### src/rtl/multdiv_pkg.sv
// rtl/multdiv_pkg.sv - shared state encoding and status constants for multdiv_ctrl
package multdiv_pkg;

    typedef enum logic [1:0] {
        IDLE  = 2'd0,
        START = 2'd1,
        BUSY  = 2'd2,
        WB    = 2'd3
    } md_state_t;

    localparam logic [31:0] RSTATUS_MULT = 32'd4;
    localparam logic [31:0] RSTATUS_DIV  = 32'd5;
    localparam logic [4:0]  REG_RSTATUS  = 5'd30;

endpackage

### src/rtl/md_timeout_cnt.sv
// rtl/md_timeout_cnt.sv - BUSY-cycle counter, built only with MULTDIV_TIMEOUT_EN
module md_timeout_cnt #(
    parameter int TIMEOUT = 40
) (
    input  logic clock,
    input  logic reset,
    input  logic busy,
    output logic expired
);

    localparam int W = $clog2(TIMEOUT + 1);

    logic [W-1:0] count;

    // count holds the number of BUSY cycles already completed, so expiry fires in the last one
    always_ff @(posedge clock) begin
        if (reset || !busy) begin
            count <= '0;
        end else if (!expired) begin
            count <= count + 1'b1;
        end
    end

    assign expired = busy && (count == W'(TIMEOUT - 1));

endmodule

### src/rtl/multdiv_ctrl.sv
// rtl/multdiv_ctrl.sv - execute-stage sequencer for the iterative mult/div unit
// Optional BUSY timeout enabled by defining MULTDIV_TIMEOUT_EN.
module multdiv_ctrl
    import multdiv_pkg::*;
#(
    parameter int TIMEOUT = 40
) (
    input  logic        clock,
    input  logic        reset,
    input  logic        req_mult,
    input  logic        req_div,
    input  logic [31:0] op_a,
    input  logic [31:0] op_b,
    input  logic [4:0]  rd,
    output logic        ctrl_MULT,
    output logic        ctrl_DIV,
    output logic [31:0] md_a,
    output logic [31:0] md_b,
    input  logic [31:0] md_result,
    input  logic        md_exception,
    input  logic        md_resultRDY,
    output logic        stall,
    output logic        wb_en,
    output logic [4:0]  wb_reg,
    output logic [31:0] wb_data
);

    md_state_t   state, state_next;
    logic [4:0]  lat_rd;
    logic        lat_div;
    logic [31:0] res_q;
    logic        exc_q;
    logic        timeout_hit;

`ifdef MULTDIV_TIMEOUT_EN
    md_timeout_cnt #(
        .TIMEOUT(TIMEOUT)
    ) u_timeout_cnt (
        .clock  (clock),
        .reset  (reset),
        .busy   (state == BUSY),
        .expired(timeout_hit)
    );
`else
    // Never fires; TIMEOUT only matters when the counter is built.
    assign timeout_hit = (TIMEOUT < 0);
`endif

    always_ff @(posedge clock) begin
        if (reset) begin
            state   <= IDLE;
            md_a    <= '0;
            md_b    <= '0;
            lat_rd  <= '0;
            lat_div <= 1'b0;
            res_q   <= '0;
            exc_q   <= 1'b0;
        end else begin
            state <= state_next;
            if (state == IDLE && (req_mult || req_div)) begin
                md_a    <= op_a;
                md_b    <= op_b;
                lat_rd  <= rd;
                lat_div <= !req_mult;
            end
            if (state == BUSY) begin
                if (md_resultRDY) begin
                    res_q <= md_result;
                    exc_q <= md_exception;
                end else if (timeout_hit) begin
                    res_q <= '0;
                    exc_q <= 1'b1;
                end
            end
        end
    end

    always_comb begin
        state_next = state;
        ctrl_MULT  = 1'b0;
        ctrl_DIV   = 1'b0;
        stall      = 1'b0;
        wb_en      = 1'b0;
        wb_reg     = '0;
        wb_data    = '0;
        case (state)
            IDLE: begin
                stall = req_mult || req_div;
                if (req_mult || req_div) begin
                    state_next = START;
                end
            end
            START: begin
                stall      = 1'b1;
                ctrl_MULT  = !lat_div;
                ctrl_DIV   = lat_div;
                state_next = BUSY;
            end
            BUSY: begin
                stall = 1'b1;
                if (md_resultRDY || timeout_hit) begin
                    state_next = WB;
                end
            end
            WB: begin
                state_next = IDLE;
                // Exceptions report through the status register, even when rd is r0.
                if (exc_q) begin
                    wb_en   = 1'b1;
                    wb_reg  = REG_RSTATUS;
                    wb_data = lat_div ? RSTATUS_DIV : RSTATUS_MULT;
                end else begin
                    wb_en   = (lat_rd != 5'd0);
                    wb_reg  = lat_rd;
                    wb_data = res_q;
                end
            end
            default: state_next = IDLE;
        endcase
    end

endmodule
### config.mk
export PLATFORM = sky130hd
export DESIGN_NAME = multdiv_ctrl
export DESIGN_NICKNAME = d
export VERILOG_FILES = /design/src/rtl/multdiv_pkg.sv /design/src/rtl/md_timeout_cnt.sv /design/src/rtl/multdiv_ctrl.sv
export SDC_FILE = /design/constraint.sdc
export NUM_CORES = 1
export LEC_CHECK = 0
export ABC_AREA = 1
export BUFFER_PORTS_ARGS = -buffer_cell sky130_fd_sc_hd__buf_2
export CAP_MARGIN = 5
export CORE_MARGIN = 1.5
export CORE_UTILIZATION = 48
export DETAILED_ROUTE_END_ITERATION = 10
export MAX_ROUTING_LAYER = met4
export PLACE_DENSITY_LB_ADDON = 0.25
export SLEW_MARGIN = 25
export SYNTH_ARGS = -nofsm -noshare
export SYNTH_HDL_FRONTEND = slang
export SYNTH_SLANG_ARGS = --single-unit
### constraint.sdc
create_clock -name clock -period 3.35 [get_ports clock]
set_clock_uncertainty 0.1 [all_clocks]
set_input_delay 0.1675 -clock clock [delete_from_list [all_inputs] [get_ports clock]]
set_output_delay 0.1675 -clock clock [all_outputs]
set_load 0.05 [all_outputs]
; Yosys cells after proc, flatten, opt, wreduce, memory -nomap -nowiden
; Cells that the tools add are included.
[word_totals]
latchBits = 0
n_memories = 0
romBits = 0
ram_bits = 0
word_cells = 34
ff_bits = 105
input_bits = 107
[classes]
div_mod_pow = 0
mux = 13
bitwise = 0
n_reduce_logical = 9
order_cmp = 0
eq_ne = 5
multipliers = 0
n_addsub = 0
n_shift = 0
[ops]
columns = cell, count
row1 = $mux W32, 2
row2 = $mux W5, 2
row3 = $pmux W2 S4, 1
row4 = $mux W1, 5
row5 = $reduce_bool A5 Y1, 1
row6 = $eq A2 B2 Y1 const B, 2
row7 = $mux W2, 2
row8 = $reduce_and A2 Y1, 2
row9 = $eq A2 B1 Y1 const B, 1
row10 = $logic_not A1 Y1, 2
row11 = $logic_not A2 Y1, 1
row12 = $ne A2 B1 Y1 const B, 1
row13 = $ne A2 B2 Y1 const B, 1
row14 = $pmux W1 S2, 1
row15 = $reduce_or A2 Y1, 1
row16 = $logic_and A1 B1 Y1, 1
row17 = $logic_or A1 B1 Y1, 1

; Depth between registers and ports, before layout
[logic_depth]
word_depth = 3
ltp_mapped = 8
depth_no_buf = 6

; Worst setup path before layout
; Ideal clock, no wire load.
[synth_timing]
kind = flip-flop to output port
startpoint = register state[1]
endpoint = output port wb_reg[0]
t_arrival_ns = 1.840
stages_incl_launch_ff = 5
slack_ns = 1.242
cell_sequence = dfxtp_1 ha_1 clkbuf_1 inv_1 nor3_1
[synth_between]
elab_chain_cells = 2
[synth_rtl]
columns = element, line
row1 = "start, declared", multdiv_ctrl.sv:28  ; md_state_t state, state_next;
row2 = "start signal, assigned", multdiv_ctrl.sv:59  ; state <= state_next;
row3 = $eq A2 B2 Y1, multdiv_ctrl.sv:86  ; case (state)
row4 = $mux W5, multdiv_ctrl.sv:86
row5 = "end, declared", multdiv_ctrl.sv:24  ; output logic [4:0] wb_reg,
; No other way between the ends.

; Worst setup path in the final report
[layout_timing]
startpoint = register state[0]
endpoint = register res_q[1]
[layout_between]
elab_chain_cells = 2
[layout_rtl]
columns = element, line
row1 = $eq A2 B2 Y1, multdiv_ctrl.sv:66  ; if (state == BUSY) begin
row2 = $reduce_and A2 Y1 (no line), --
row3 = "end signal, assigned", multdiv_ctrl.sv:68  ; res_q <= md_result;
row4 = "end, declared", multdiv_ctrl.sv:31  ; logic [31:0] res_q;
; No other way between the ends.
; A chain may end at the register's enable or synchronous reset.

==> out/results.ini <==
[worst_setup_path]
cp_max_fo=35
start_kind=flip-flop
path_class=reg -> reg
crit_arrival_ns=2.59
setup.worst_path.start=state[0]
r2r-start=state[0]
endpoint_kind=flip-flop
required_ns=3.49

[route]
vias_per_cell=4.99
drc_errors=0
ant_nets=0
drt_first_pass_iters=5
num_vias=4782
wire_per_inst_microns=13.9
dr.first_iter.drc_count=239
routed_wl_mm=13.3

[placement]
hpwl_mm=7.39
gp_congestion=0.801
io_buffers=211
place_area_sq_um=5120
dp_slack_ns=1.27

[cells_and_area]
diodes=0
areaGrowthSynthToFinish_pct=54.1
design_area_sq_um=6260
drive_gt1_frac=0.290
fin_nets=959

[sta]
slew_headroom=0.413
setup_slack_ns=0.894
rsz0062_at_grt=false
slew_violations=0
hold_viol_final=0
period_minus_slack_ns=2.46
whs_ns=0.0117
fmax_mhz=407
tightest_slew_ns=0.875
finalCritPeriodShare=0.733
finalSetupViolCount=0
fin_setup_tns_ns=0

[synth]
synth_area_sq_um=4070
synthCells=561
synth_area_per_cell_sq_um=7.25
seq_area_frac_synth=0.517
synth_top_area_frac=0.517
yosysTopAreaCell=dfxtp_1
ys_types=18
yosys_warnings=0
yosys_register_bits=105
syn_nets=672
synthTopCellsByArea=dfxtp_1 52%, nor2_1 22%, o21ai_0 13%

[clocking]
clk_latency_ns=0.34
clockRootBuffer=clkbuf_8
cts_buffers=9
tritoncts=done
cts_sinks=105
cts.clk_slew.worst_paths_ns=0.09
htreeDepth=3
clock_path_buffers=2

[die]
core-area_sq_um=8220
die_w_microns=95.0
row_count=33
die_h_microns=95.0
die_area_sq_um=9030
start_util=0.495
io_pins=212

[outcome]
status=completed

[global_routing]
overflow=0
grt_max_degree=106
grt_pass1_wl_mm=20.7
grt_pass1_vias=4636
track_usage=0.300
antenna_found_initial=0

[power_and_ir_drop]
leakagePower_nw=3.10
powerDensity_nw_per_um2=849
power_mw=5.32
peakVddDrop_v=0.000580

[job]
maxCapViolations=0

[min_path]
min-delay-start=md_result[6]
hp-class=in -> reg

[registers in the layout, summed over array words and instances, names as in the netlist]
signal and flops:
md_a 32, md_b 32, res_q 32, lat_rd 5, state 2, exc_q 1
lat_div 1
[routing by layer]
| metal | global-route usage | up-vias | share of wire |
|---|---|---|---|
| li1 | - | 2328 | - |
| met1 | 0.324 | 2174 | 0.39 |
| met2 | 0.513 | 222 | 0.50 |
| met3 | 0.0606 | 58 | 0.063 |
| met4 | 0.172 | 0 | 0.045 |
| met5 | - | - | 0 |
[critical path: stages (launching register included)]
cell,delay (ns)
dfxtp_1,0.37
inv_1,0.09
ha_1,0.23
nand2_1,0.06
buf_4,0.31
clkinv_1,0.78
nor2_1,0.33
nor2_1,0.08
[Yosys cell counts]
master	n
nand2_1	39
clkbuf_2	3
nand3_1	1
buf_1	4
o21ai_0	104
a21oi_1	7
buf_2	13
buf_6	2
inv_1	14
clkbuf_1	17
inv_2	1
ha_1	4
nand4_1	1
o21ai_4	1
nor2_1	234
nor2_2	10
nor3_1	1
dfxtp_1	105
[stage by stage]
stage | instances | util
after CTS | 958 | 0.762
after detailed placement | 845 | 0.624
after global routing | 958 | 0.762
after global placement | 845 | 0.624
final | 958 | 0.762
after floorplan | 561 | -
[worst paths after layout]
kind	to	cells after the start	slack, ns
max reg2reg	res_q[1]	7	0.89
max	res_q[1]	7	0.89
min	res_q[6]	3	0.01
min reg2reg	md_a[27]	2	0.39
[power by group]
part           switching [mW]  internal [mW]
Combinational            2.05          0.702
Sequential              0.223           1.64
Clock                   0.428          0.270
Total                    2.70           2.61
[layout by cell type, fill, tap and decap left out]
master,netlist,layout
a21oi_1,7,7
buf_2,13,211
buf_4,0,7
clkbuf_8,0,9
clkinv_1,0,1
clkinv_2,0,4
clkinv_4,0,1
clkinvlp_4,0,1
dfxtp_1,105,105
dlygate4sd3_1,0,97
ha_1,4,4
inv_1,14,12
inv_2,1,2
inv_6,0,1
nand2_1,39,39
nand3_1,1,1
nand4_1,1,1
nor2_1,234,234
nor2_2,10,10
nor3_1,1,1
o21ai_0,104,104
o21ai_4,1,1
[cells by family after synthesis]
kind of cell / count (synthesis) / synth area share
flip-flops: 105 / 0.517
buffers and inverters: 54 / 0.0585
AND/OR/NAND/NOR: 286 / 0.271
adder cells (fa/ha/maj): 4 / 0.0123
AO/OA/AOI/OAI: 112 / 0.141
[repair_timing]
item / in CTS / in global routing
hold endpoints to repair: 97 / 0
resized for setup: 0 / 0
hold buffers: 97 / 0
setup buffers: 0 / 0
endpoints found under the setup margin: 0 / 0
[area by class of cell]
type                            count  area [sq um]
Clock inverter                      7          45.0
Fill cell                         567          1950
Multi-Input combinational cell    402          1730
Timing Repair Buffer              315          2080
Tap cell                          105           131
Inverter                           15          56.3
Sequential cell                   105          2100
Clock buffer                        9           124
No activity file was read; power rests on OpenSTA's default activity.
